===== src/rtl/wb_arbiter_pkg.sv =====
// Shared types and sizing for the writeback arbiter and its picker.
package C;
    localparam int NR_FU       = 4;
    localparam int NR_WB_PORTS = 2;
    localparam int PC_W        = 32;
    localparam int ID_W        = 4;
    localparam int PRD_W       = 6;
    localparam int XLEN        = 32;

    typedef struct packed {
        logic [PC_W-1:0]  pc;
        logic [ID_W-1:0]  id;
        logic [PRD_W-1:0] prd;
        logic [XLEN-1:0]  rdval;
    } fu_output_t;

    typedef logic [NR_WB_PORTS-1:0] wb_bitvector_t;

    function automatic int ptr_width(input int n);
        return (n > 1) ? $clog2(n) : 1;
    endfunction
endpackage


===== src/rtl/wb_rr_picker.sv =====
// Rotating first-P picker: grants up to P requesters scanning from start_i upward (mod N).
module wb_rr_picker
    import C::*;
#(
    parameter int N  = C::NR_FU,
    parameter int P  = C::NR_WB_PORTS,
    parameter int PW = C::ptr_width(N),
    parameter int CW = C::ptr_width(P)
) (
    input  logic [N-1:0]        req_i,
    input  logic [PW-1:0]       start_i,
    output logic [P-1:0][N-1:0] grant_o,
    output logic [P-1:0]        grant_valid_o,
    output logic [PW-1:0]       last_o,
    output logic                any_o
);
    always_comb begin
        int cnt;
        int idx;
        logic [PW-1:0] idx_s;
        grant_o       = '0;
        grant_valid_o = '0;
        last_o        = '0;
        cnt           = 0;
        idx           = 0;
        idx_s         = '0;
        for (int i = 0; i < N; i++) begin
            idx = int'(start_i) + i;
            if (idx >= N) begin
                idx = idx - N;
            end
            idx_s = PW'(idx);
            if (req_i[idx_s] && (cnt < P)) begin
                grant_o[CW'(cnt)][idx_s]  = 1'b1;
                grant_valid_o[CW'(cnt)]   = 1'b1;
                last_o                    = idx_s;
                cnt                       = cnt + 1;
            end
        end
        any_o = grant_valid_o[0];
    end
endmodule


===== src/rtl/wb_arbiter.sv =====
// Writeback arbiter: per-FU holding registers, round-robin grant onto NR_WB_PORTS ports,
// same-cycle bypass plus registered writeback. Define WB_ARBITER_STATS_EN for the conflict counter.
module wb_arbiter
    import C::*;
#(
    parameter int NR_FU       = C::NR_FU,
    parameter int NR_WB_PORTS = C::NR_WB_PORTS
) (
    input  logic                              clk,
    input  logic                              rst,
    input  fu_output_t [NR_FU-1:0]            fu_out_i,
    input  logic [NR_FU-1:0]                  fu_out_valid_i,
    output logic [NR_FU-1:0]                  fu_out_ready_o,
    input  logic                              flush_i,
    output fu_output_t [NR_WB_PORTS-1:0]      bypass_o,
    output wb_bitvector_t                     bypass_valid_o,
    output fu_output_t [NR_WB_PORTS-1:0]      wb_o,
    output wb_bitvector_t                     wb_valid_o,
    output logic [31:0]                       stat_conflict_o
);
    localparam int PW = C::ptr_width(NR_FU);

    logic [NR_FU-1:0]                  hold_valid_q, hold_valid_d;
    fu_output_t [NR_FU-1:0]            hold_data_q, hold_data_d;
    logic [PW-1:0]                     rr_ptr_q, rr_ptr_d;
    wb_bitvector_t                     wb_valid_q, wb_valid_d;
    fu_output_t [NR_WB_PORTS-1:0]      wb_q, wb_d;

    logic [NR_FU-1:0]                  cand;
    logic [NR_FU-1:0]                  granted_fu;
    logic [NR_FU-1:0]                  transfer;
    logic [NR_WB_PORTS-1:0][NR_FU-1:0] grant;
    wb_bitvector_t                     grant_valid;
    logic [PW-1:0]                     last_idx;
    logic                              any_grant;
    logic                              prd_clash;

    // Only registered entries compete; flush and reset suppress every grant.
    assign cand = (rst || flush_i) ? '0 : hold_valid_q;

    wb_rr_picker #(
        .N (NR_FU),
        .P (NR_WB_PORTS),
        .PW(PW)
    ) u_picker (
        .req_i        (cand),
        .start_i      (rr_ptr_q),
        .grant_o      (grant),
        .grant_valid_o(grant_valid),
        .last_o       (last_idx),
        .any_o        (any_grant)
    );

    always_comb begin
        granted_fu = '0;
        bypass_o   = '0;
        for (int p = 0; p < NR_WB_PORTS; p++) begin
            granted_fu = granted_fu | grant[p];
            for (int f = 0; f < NR_FU; f++) begin
                if (grant[p][f]) begin
                    bypass_o[p] = hold_data_q[f];
                end
            end
        end
    end

    assign bypass_valid_o = grant_valid;

    generate
        for (genvar gi = 0; gi < NR_FU; gi++) begin : g_fu
            assign fu_out_ready_o[gi] = ~rst & ~flush_i & (~hold_valid_q[gi] | granted_fu[gi]);
            assign transfer[gi]       = fu_out_valid_i[gi] & fu_out_ready_o[gi];
            assign hold_valid_d[gi]   = flush_i ? 1'b0
                                                : (transfer[gi] | (hold_valid_q[gi] & ~granted_fu[gi]));
            assign hold_data_d[gi]    = transfer[gi] ? fu_out_i[gi] : hold_data_q[gi];
        end
    endgenerate

    always_comb begin
        rr_ptr_d = rr_ptr_q;
        if (any_grant) begin
            rr_ptr_d = (last_idx == PW'(NR_FU - 1)) ? '0 : last_idx + 1'b1;
        end
        wb_d       = bypass_o;
        wb_valid_d = bypass_valid_o;
    end

    always_ff @(posedge clk) begin
        if (rst) begin
            hold_valid_q <= '0;
            rr_ptr_q     <= '0;
            wb_valid_q   <= '0;
        end else begin
            hold_valid_q <= hold_valid_d;
            rr_ptr_q     <= rr_ptr_d;
            wb_valid_q   <= wb_valid_d;
        end
    end

    // Data paths carry no reset; their valids qualify them.
    always_ff @(posedge clk) begin
        hold_data_q <= hold_data_d;
        wb_q        <= wb_d;
    end

    assign wb_o       = wb_q;
    assign wb_valid_o = wb_valid_q;

    // Two ports writing the same physical register in one cycle is an upstream bug.
    always_comb begin
        prd_clash = 1'b0;
        for (int a = 0; a < NR_WB_PORTS; a++) begin
            for (int b = a + 1; b < NR_WB_PORTS; b++) begin
                if (grant_valid[a] && grant_valid[b] && (bypass_o[a].prd == bypass_o[b].prd)) begin
                    prd_clash = 1'b1;
                end
            end
        end
    end

    always_ff @(posedge clk) begin
        if (!rst) begin
            assert (!prd_clash);
        end
    end

`ifdef WB_ARBITER_STATS_EN
    logic [31:0] stat_q, stat_d;
    logic        conflict;

    assign conflict = ~rst & ~flush_i & (|(hold_valid_q & ~granted_fu));
    assign stat_d   = (conflict && (stat_q != '1)) ? stat_q + 32'd1 : stat_q;

    always_ff @(posedge clk) begin
        if (rst) begin
            stat_q <= '0;
        end else begin
            stat_q <= stat_d;
        end
    end

    assign stat_conflict_o = stat_q;
`else
    assign stat_conflict_o = '0;
`endif
endmodule


===== config.mk =====
export PLATFORM = sky130hd
export DESIGN_NAME = wb_arbiter
export DESIGN_NICKNAME = d
export VERILOG_FILES = /design/src/rtl/wb_arbiter_pkg.sv /design/src/rtl/wb_rr_picker.sv /design/src/rtl/wb_arbiter.sv
export SDC_FILE = /design/constraint.sdc
export NUM_CORES = 1
export LEC_CHECK = 0
export CORE_AREA = 8 8 241 243
export DETAILED_ROUTE_END_ITERATION = 8
export DIE_AREA = 0 0 249 251
export SYNTH_ARGS = -nofsm -noshare
export SYNTH_HDL_FRONTEND = slang
export SYNTH_SLANG_ARGS = --single-unit

===== constraint.sdc =====
create_clock -name clk -period 10.93 [get_ports clk]
set_input_delay 1.6395 -clock clk [delete_from_list [all_inputs] [get_ports clk]]
set_output_delay 1.6395 -clock clk [all_outputs]
set_load 0.05 [all_outputs]

==> impl_metrics.tcl, run 1 <==
set metrics [dict create \
    synth_seq_cells 451 \
    vias 11700 \
    switching_share 0.268 \
    ys_seq_area_frac 0.726 \
    fin_tns_setup_ps 0 \
    synth_edf_count 296 \
    worst-path-max-fanout 42 \
    peakVddDrop_v 0.000133 \
    clk_latency_ps 580 \
    cts_tree "yes" \
    nNetsFinal 2033 \
    power_frac_seq 0.444 \
    core.rowCount 86 \
    synth_compound_area_frac 0.0981 \
    avgSynthCellArea_um2 14.6 \
    path_cells "clkdlybuf4s50_1 > nor2_1 > and2_1 > ha_1 > nand2b_1 > a211oi_2 > o2111ai_1 > and3_4 > buf_4 > nand3b_1 > a222oi_1 > clkdlybuf4s50_1" \
    grt_pass1_vias 12400 \
    finalSetupViolCount 0 \
    p_leak_nw 8.91 \
    die_w_um 249 \
    synth_top_family_by_area "compound AO/OA/AOI/OAI gates" \
    core_area_um2 54300 \
    cp-start-kind "primary input" \
    finalWirelength_um 59300 \
    grt_antenna_before_repair 10 \
    layout_min_cycle_time_ps 8700 \
    hp-class "reg -> reg" \
    cts_root_buffer "clkbuf_16" \
    grt_pass1_wl_um 84700 \
    multi_input_area_um2 3430 \
    grt_overflow 0 \
    max_freq_ghz 0.115 \
    vias_per_cell 4.73 \
    cp_slowest_stage_delay_ps 940 \
    netSwitchingPower_mw 1.16 \
    end_kind "output pin" \
    hold_buffers 0 \
    cts_buffers 49 \
    cts_resized 0 \
    placed_area_um2 23000 \
    cts.htree.levels 2 \
    drcViolationCount 0 \
    slew_headroom 0.266 \
    ys.warnings.count 0 \
    hold_ws_ps 499 \
    p_int_mw 3.16 \
    final_hold_viol_count 0 \
    ant_nets 0 \
    synthArstFlopShare 0 \
    mostFrequentLayoutCell "clkdlybuf4s50_1" \
    cp.required_ps 9290 \
    utilization 0.455 \
    track_usage 0.180 \
    stdcell_count 2468 \
    path_common_cell "clkdlybuf4s50_1" \
    crit_arrival_ps 7060 \
    num_io_pins 639 \
    place_congestion 0.872 \
    dpl.hpwl_um 42800 \
    drt_iter0_drc 974 \
    min_period_over_period 0.796 \
    maxCapViolCount 0 \
    cp_slowest_cell "clkdlybuf4s50_1" \
    finalMaxSlewViolations 0 \
    drive_gt1_frac 0.0659 \
    synthFlopType "edfxtp_1" \
    clk_pin_slew_worst_paths_ps 60 \
    pwr-share-clk 0.392 \
    pre_cts_ws_ps 2300 \
    die_h_um 251 \
    grt_max_degree 77 \
    total_power_mw 4.32 \
    post_drt_wl_per_cell_um 24.0 \
    fin_area_um2 24700 \
    tightest_slew_ps 1100 \
    worst_slack_ps 2230 \
    fin_skew_ps 18.5 \
    area.sequential_um2 12000 \
    die-area_um2 62500 \
    post_cts_buffers 0 \
    rsz0062_at_grt "false" \
    synthMuxAreaShare 0.00954 \
    synth-simple-area-share 0.0814 \
    cts_sinks 451 \
    mostFrequentLayoutCells "clkdlybuf4s50_1 (604), edfxtp_1 (296), inv_1 (160)" \
    place_inst 2373 \
    critPathKind "in -> out" \
    num-fill-cells 4848 \
    numPortBuffers 604 \
    combinationalPowerShare 0.163 \
    outcome "finished, final reports clean" \
    synth-xor-area-share 0.00106 \
    syn_to_final_growth_pct 49.7 \
    synth_cells 1130 \
    synthAdderAreaFrac 0.00757 \
    p_per_area_nw_per_um2 175 \
    drt-pass1-iter-count 7 \
    ys_types 59 \
    start_util 0.304 \
    syn_area_um2 16500 \
    clk_path_buf_depth 3 \
]
[state kept, by name, indices dropped and copies added (netlist names)]
name,count
hold_valid_q,4
wb_valid_o,1
rr_ptr_q,2
wb_o,148
hold_data_q,296
[critical path, delay by kind of cell]
family / cells / cell delay (ps)
buffers and inverters: 3 / 2010
AO/OA/AOI/OAI: 3 / 1130
AND/OR/NAND/NOR: 5 / 1890
adder cells (fa/ha/maj): 1 / 270
[power groups by stage]
stage | combinational, mW | sequential, mW | clock [mW]
4_1_cts | 0.714 | 1.92 | 1.74
6_report | 0.705 | 1.92 | 1.69
3_3_place_gp | 0.707 | 1.95 | 0
3_5_place_dp | 0.710 | 1.96 | 0
2_1_floorplan | 0.292 | 2.07 | 0
5_1_grt | 0.737 | 1.92 | 1.80
[routing by layer]
layer,vias up,track usage,part of all wire
met1,5660,0.193,0.37
met5,-,0,0.0014
met3,80,0.0729,0.10
li1,5298,-,-
met2,625,0.326,0.51
met4,14,0.0473,0.019
[layout make-up]
class,instances,area share
clock buffer,71,0.0592
tap,704,0.0356
clock inverter,20,0.00820
sequential,451,0.485
inverter,160,0.0243
timing repair buffer,617,0.248
multi-input combinational,441,0.139
antenna,4,0.000405
[cell usage after synthesis, drive strengths merged (2+ instances only)]
cell type | number | area, µm²
edfxtp | 296 | 8890
nor3 | 2 | 10.0
nand4 | 4 | 40.0
inv | 160 | 601
or2 | 3 | 18.8
and2 | 81 | 507
mux4 | 3 | 67.6
dfxtp | 155 | 3100
o2111ai | 4 | 35.0
mux2i | 3 | 30.0
a221oi | 4 | 35.0
a31oi | 2 | 12.5
or3b | 2 | 17.5
mux2 | 5 | 60.1
a22oi | 2 | 28.8
ha | 10 | 125
and3 | 4 | 30.0
a32oi | 2 | 17.5
clkbuf | 32 | 125
nor3b | 4 | 35.0
a222oi | 74 | 741
a211oi | 77 | 588
o21ai | 3 | 15.0
nand3 | 6 | 30.0
a21oi | 7 | 35.0
nand2 | 4 | 15.0
buf | 79 | 533
nand3b | 76 | 571
nand2b | 2 | 12.5
nor2 | 6 | 22.5
[logic make-up (layout without fill, tap and decap cells)]
kind of cell | after synthesis | count (layout)
flops | 451 | 451
buf+inv | 271 | 868
simple gates | 198 | 198
compound gates | 186 | 186
mux | 11 | 11
fa+ha+maj | 10 | 10
xor+xnor | 2 | 2
other cells | 1 | 38
[path summary, 6_finish.rpt]
path	startpoint	endpoint	slack, ps	depth (start not counted)
hold reg to reg	hold_data_q[47]	wb_o[121]	500	1
setup / recovery	rst	bypass_o[1]	2230	12
hold / removal	hold_data_q[47]	wb_o[121]	500	1
setup reg to reg	rr_ptr_q[0]	hold_data_q[232]	4390	13
No activity file was read; power rests on OpenSTA's default activity.
==> run 2: changes to the inputs <==
CORE_AREA = 8 8 245 247   (was 8 8 241 243)
DIE_AREA = 0 0 253 255   (was 0 0 249 251)
clock period = 7 ns   (was 10.93 ns; I/O delays follow)
==> impl_metrics.tcl, run 2 (synthesis results as in run 1) <==
set metrics [dict create \
    vias_per_cell 4.68 \
    final_hold_viol_count 0 \
    fin_tns_setup_ps 0 \
    min_from "hold_data_q[72]" \
    end_kind "output pin" \
    critPathKind "reg -> out" \
    die_w_um 253 \
    hold_path_depth 1 \
    finalMaxSlewViolations 0 \
    r2r-start "rr_ptr_q[1]" \
    grt_pass1_vias 12700 \
    drt-pass1-iter-count 6 \
    tightest_slew_ps 821 \
    path_cells "inv_1 > ha_1 > mux4_2 > and2_1 > ha_1 > or4_4 > o32ai_4 > mux2_4 > and3_4 > buf_12 > nand3b_1 > a222oi_1 > clkdlybuf4s50_1" \
    layout_min_cycle_time_ps 6810 \
    min_period_over_period 0.972 \
    maxCapViolCount 0 \
    nNetsFinal 2053 \
    vias 11900 \
    slew_headroom 0.451 \
    die_h_um 255 \
    post_cts_buffers 0 \
    cts_root_buffer "clkbuf_16" \
    clk_pin_slew_worst_paths_ps 60 \
    outcome "finished, final reports clean" \
    core.rowCount 87 \
    start_util 0.295 \
    ff2ff_path_depth 12 \
    cts_sinks 451 \
    grt_pass1_wl_um 86500 \
    p_per_area_nw_per_um2 265 \
    drcViolationCount 0 \
    multi_input_area_um2 3440 \
    numPortBuffers 604 \
    mostFrequentLayoutCell "clkdlybuf4s50_1" \
    peakVddDrop_v 0.000246 \
    cp_slowest_cell "clkdlybuf4s50_1" \
    finalWirelength_um 61800 \
    rsz0062_at_grt "false" \
    crit_arrival_ps 5760 \
    num-fill-cells 5038 \
    mostFrequentLayoutCells "clkdlybuf4s50_1 (551), edfxtp_1 (296), inv_1 (160)" \
    total_power_mw 6.66 \
    place_congestion 0.848 \
    post_drt_wl_per_cell_um 24.3 \
    finalSetupViolCount 0 \
    max_freq_ghz 0.147 \
    ant_nets 0 \
    worst-path-max-fanout 23 \
    regMostFlops "hold_data_q" \
    cp.required_ps 5950 \
    syn_to_final_growth_pct 52.0 \
    hp-class "reg -> reg" \
    rrSetupSlack_ps 1930 \
    area.sequential_um2 12000 \
    track_usage 0.180 \
    p_leak_nw 9.67 \
    path_common_cell "ha_1" \
    fin_skew_ps 50.0 \
    grt_antenna_before_repair 11 \
    die-area_um2 64500 \
    drive_gt1_frac 0.0849 \
    dpl.hpwl_um 45300 \
    clk_latency_ps 600 \
    cp_slowest_stage_delay_ps 890 \
    cp-start-kind "register" \
    holdPathEnd "wb_o[146]" \
    cts_buffers 48 \
    grt_max_degree 67 \
    cts.htree.levels 2 \
    core_area_um2 56000 \
    rr_endpoint "hold_data_q[100]" \
    cts_tree "yes" \
    num_io_pins 639 \
    clk_path_buf_depth 3 \
    grt_overflow 0 \
    largest_reg_flops 296 \
    drt_iter0_drc 898 \
]
-- run 2: cell types whose count changed in the layout (fill, tap and decap cells not counted), sizes merged --
| cell | before | now |
|---|---|---|
| diode | 4 | 11 |
| buf | 13 | 49 |
| clkbuf | 71 | 68 |
| inv | 164 | 163 |
| clkdlybuf4s50 | 604 | 551 |
| bufinv | 3 | 2 |
| dlymetal6s2s | 0 | 37 |
| clkinv | 13 | 12 |
| clkinvlp | 0 | 4 |
| dlygate4sd2 | 0 | 1 |
-- run 2: per-stage QoR --
step	setup WS, ps	util	hold WS, ps	instances	cell area [µm²]
after floorplan	302	-	649	1163	16600
after global routing	10.5	0.448	526	2536	25100
after global placement	467	0.418	492	2446	23400
after detailed placement	407	0.418	498	2446	23400
final	193	0.449	513	2546	25100
after CTS	27.1	0.447	512	2535	25000
-- run 2: worst max-delay path by stage --
stage | startpoint | cells past startpoint | end | slack, ps
after floorplan | rr_ptr_q[0] | 15 | hold_data_q[148] | 300
after global placement | rst | 13 | bypass_o[13] | 470
after detailed placement | rst | 13 | bypass_o[0] | 410
after CTS | rr_ptr_q[1] | 13 | bypass_o[13] | 30
after global routing | rr_ptr_q[1] | 12 | bypass_o[8] | 10
final | rr_ptr_q[1] | 13 | bypass_o[51] | 190
-- run 2: area by class of cell --
type                    count  share of cell area
flip-flops and latches    451               0.478
repair buffers            638               0.260
multi-input cells         441               0.137
clock buffers              68              0.0545
well taps                 756              0.0377
inverters                 160              0.0239
clock inverters            21             0.00857
diodes                     11             0.00110
-- run 2: layer usage --
layer / global-route usage / vias up / part of all wire
li1: - / 5329 / -
met1: 0.201 / 5849 / 0.37
met2: 0.324 / 643 / 0.51
met3: 0.0642 / 74 / 0.10
met4: 0.0496 / 8 / 0.018
met5: 0 / - / 0.00074
-- run 2: critical path: cells and delay by family (launching register included) --
family	cells	cell delay (ps)
AO/OA/AOI/OAI	2	650
adder cells (fa/ha/maj)	2	600
buffers and inverters	3	1410
flip-flops	1	660
multiplexers	2	610
AND/OR/NAND/NOR	4	1230
-- run 2: repair_timing --
item,in CTS,in global routing
hold buffers,0,0
resized for setup,1,37
endpoints found under the setup margin,1,37
endpoints found under the hold margin,0,0
-- run 2: where the power goes --
part | switching (mW) | leakage (nW) | internal, mW
Clock | 1.09 | 0.765 | 1.45
Sequential | 0.0371 | 3.97 | 2.95
Combinational | 0.712 | 4.94 | 0.420
Total | 1.84 | 9.67 | 4.82
==> run 3: changes to the inputs <==
RECOVER_POWER = 50   (was unset)
==> impl_metrics.tcl, run 3 (synthesis results as in run 1) <==
set metrics [dict create \
    outcome "finished, final reports clean" \
    pwr-share-clk 0.384 \
    track_usage 0.180 \
    clk_pin_slew_worst_paths_ps 60 \
    p_per_area_nw_per_um2 263 \
    crit_arrival_ps 5750 \
    final_hold_viol_count 0 \
    critPathLaunch "rr_ptr_q[1]" \
    cts_root_buffer "clkbuf_16" \
    rr_endpoint "hold_data_q[236]" \
    grt.busiest_layer "met2" \
    place_congestion 0.848 \
    fin_tns_setup_ps 0 \
    clk_latency_ps 600 \
    post_cts_buffers 0 \
    finalMaxSlewViolations 0 \
    start_util 0.295 \
    vias 11900 \
    ant_nets 0 \
    combinationalPowerShare 0.164 \
    drcViolationCount 0 \
    drive_gt1_frac 0.0849 \
    grt_overflow 0 \
    die-area_um2 64500 \
    endpoint "bypass_o[51]" \
    die_w_um 253 \
    critPathKind "reg -> out" \
    grt_pass1_vias 12700 \
    rsz0062_at_grt "false" \
    grt.met1_usage 0.201 \
    grt_use_met2 0.324 \
    drt-pass1-iter-count 8 \
    ff2ff_path_depth 13 \
    cp.required_ps 5950 \
    grt_antenna_before_repair 26 \
    nNetsFinal 2053 \
    p_leak_nw 10.2 \
    min_period_over_period 0.971 \
    netSwitchingPower_mw 1.83 \
    core_area_um2 56000 \
    place_inst 2446 \
    power_frac_seq 0.452 \
    hp-class "reg -> reg" \
    mostFrequentLayoutCell "dlygate4sd3_1" \
    peakVddDrop_v 0.000245 \
    maxCapViolCount 0 \
    drt_iter0_drc 853 \
    tightest_slew_ps 874 \
    switching_share 0.277 \
    cts_sinks 451 \
    syn_to_final_growth_pct 52.1 \
    grt_max_degree 67 \
    largest_reg_flops 296 \
    worst_slack_ps 203 \
    fin_skew_ps 46.2 \
    max_freq_ghz 0.147 \
    post_drt_wl_per_cell_um 24.2 \
    dpl.hpwl_um 45300 \
    clk_path_buf_depth 3 \
    num_io_pins 639 \
    grt_pass1_wl_um 86500 \
    finalSetupViolCount 0 \
    numPortBuffers 604 \
    core.rowCount 87 \
    regMostFlops "hold_data_q" \
    cts_buffers 48 \
    mostFrequentLayoutCells "dlygate4sd3_1 (445), edfxtp_1 (296), inv_1 (160)" \
    finalWirelength_um 61700 \
    use_met3 0.0642 \
    pre_cts_ws_ps 407 \
    rrSetupSlack_ps 1930 \
    cts.htree.levels 2 \
    die_h_um 255 \
    stdcell_count 2555 \
    p_int_mw 4.77 \
    end_kind "output pin" \
    worst-path-max-fanout 23 \
    slew_headroom 0.415 \
    layout_min_cycle_time_ps 6800 \
    vias_per_cell 4.67 \
    hold_path_depth 1 \
    r2r-start "rr_ptr_q[1]" \
    cts_tree "yes" \
    cp-start-kind "register" \
]
-- run 3: critical path, cell delays in order, from the launching register on --
cell             delay, ps
dfxtp_1                670
inv_1                  290
ha_1                   370
mux4_2                 350
and2_1                 200
ha_1                   230
or4_4                  430
o32ai_4                240
mux2_4                 260
and3_4                 510
buf_12                 230
nand3b_1                90
a222oi_1               400
clkdlybuf4s50_1        890
-- run 3: power by group through the flow --
stage                     combinational, mW  clock (mW)  sequential, mW
after floorplan                       0.455           0            3.24
after global placement                 1.14           0            3.04
after detailed placement               1.14           0            3.05
after CTS                              1.15        2.59            2.99
after global routing                   1.13        2.69            3.00
final                                  1.08        2.54            2.99
-- run 3: area by class of cell --
class	instances	area, µm²
diodes	20	50.0
clock buffers	68	1370
clock inverters	21	215
fillers	5039	30800
inverters	160	601
multi-input cells	441	3440
flip-flops and latches	451	12000
well taps	756	946
repair buffers	638	6520
-- run 3: worst min path at each step --
stage | from | to | slack, ps
global placement | hold_data_q[7] | wb_o[81] | 490
floorplan | hold_valid_q[1] | hold_valid_q[1] | 650
global route | hold_data_q[53] | wb_o[127] | 530
finish | hold_data_q[53] | wb_o[127] | 520
CTS | hold_data_q[72] | wb_o[146] | 510
detailed placement | hold_data_q[72] | wb_o[146] | 500
-- run 3: layer usage --
layer / vias to the layer above / part of all wire
li1: 5347 / -
met1: 5821 / 0.37
met2: 653 / 0.51
met3: 100 / 0.10
met4: 12 / 0.021
met5: - / 0.0011
-- run 3: repair_timing --
action | 4_1_cts | 5_1_grt
hold buffers | 0 | 0
gates resized for setup | 1 | 37
hold endpoints to repair | 0 | 0
setup endpoints to repair | 1 | 37
-- run 3: stage by stage --
stage	power (mW)	hold slack [ps]	utilization	area, µm²
finish	6.60	523	0.449	25100
detailed placement	4.19	498	0.418	23400
global placement	4.18	492	0.418	23400
global route	6.81	527	0.449	25100
CTS	6.72	512	0.447	25000
floorplan	3.69	649	-	16600
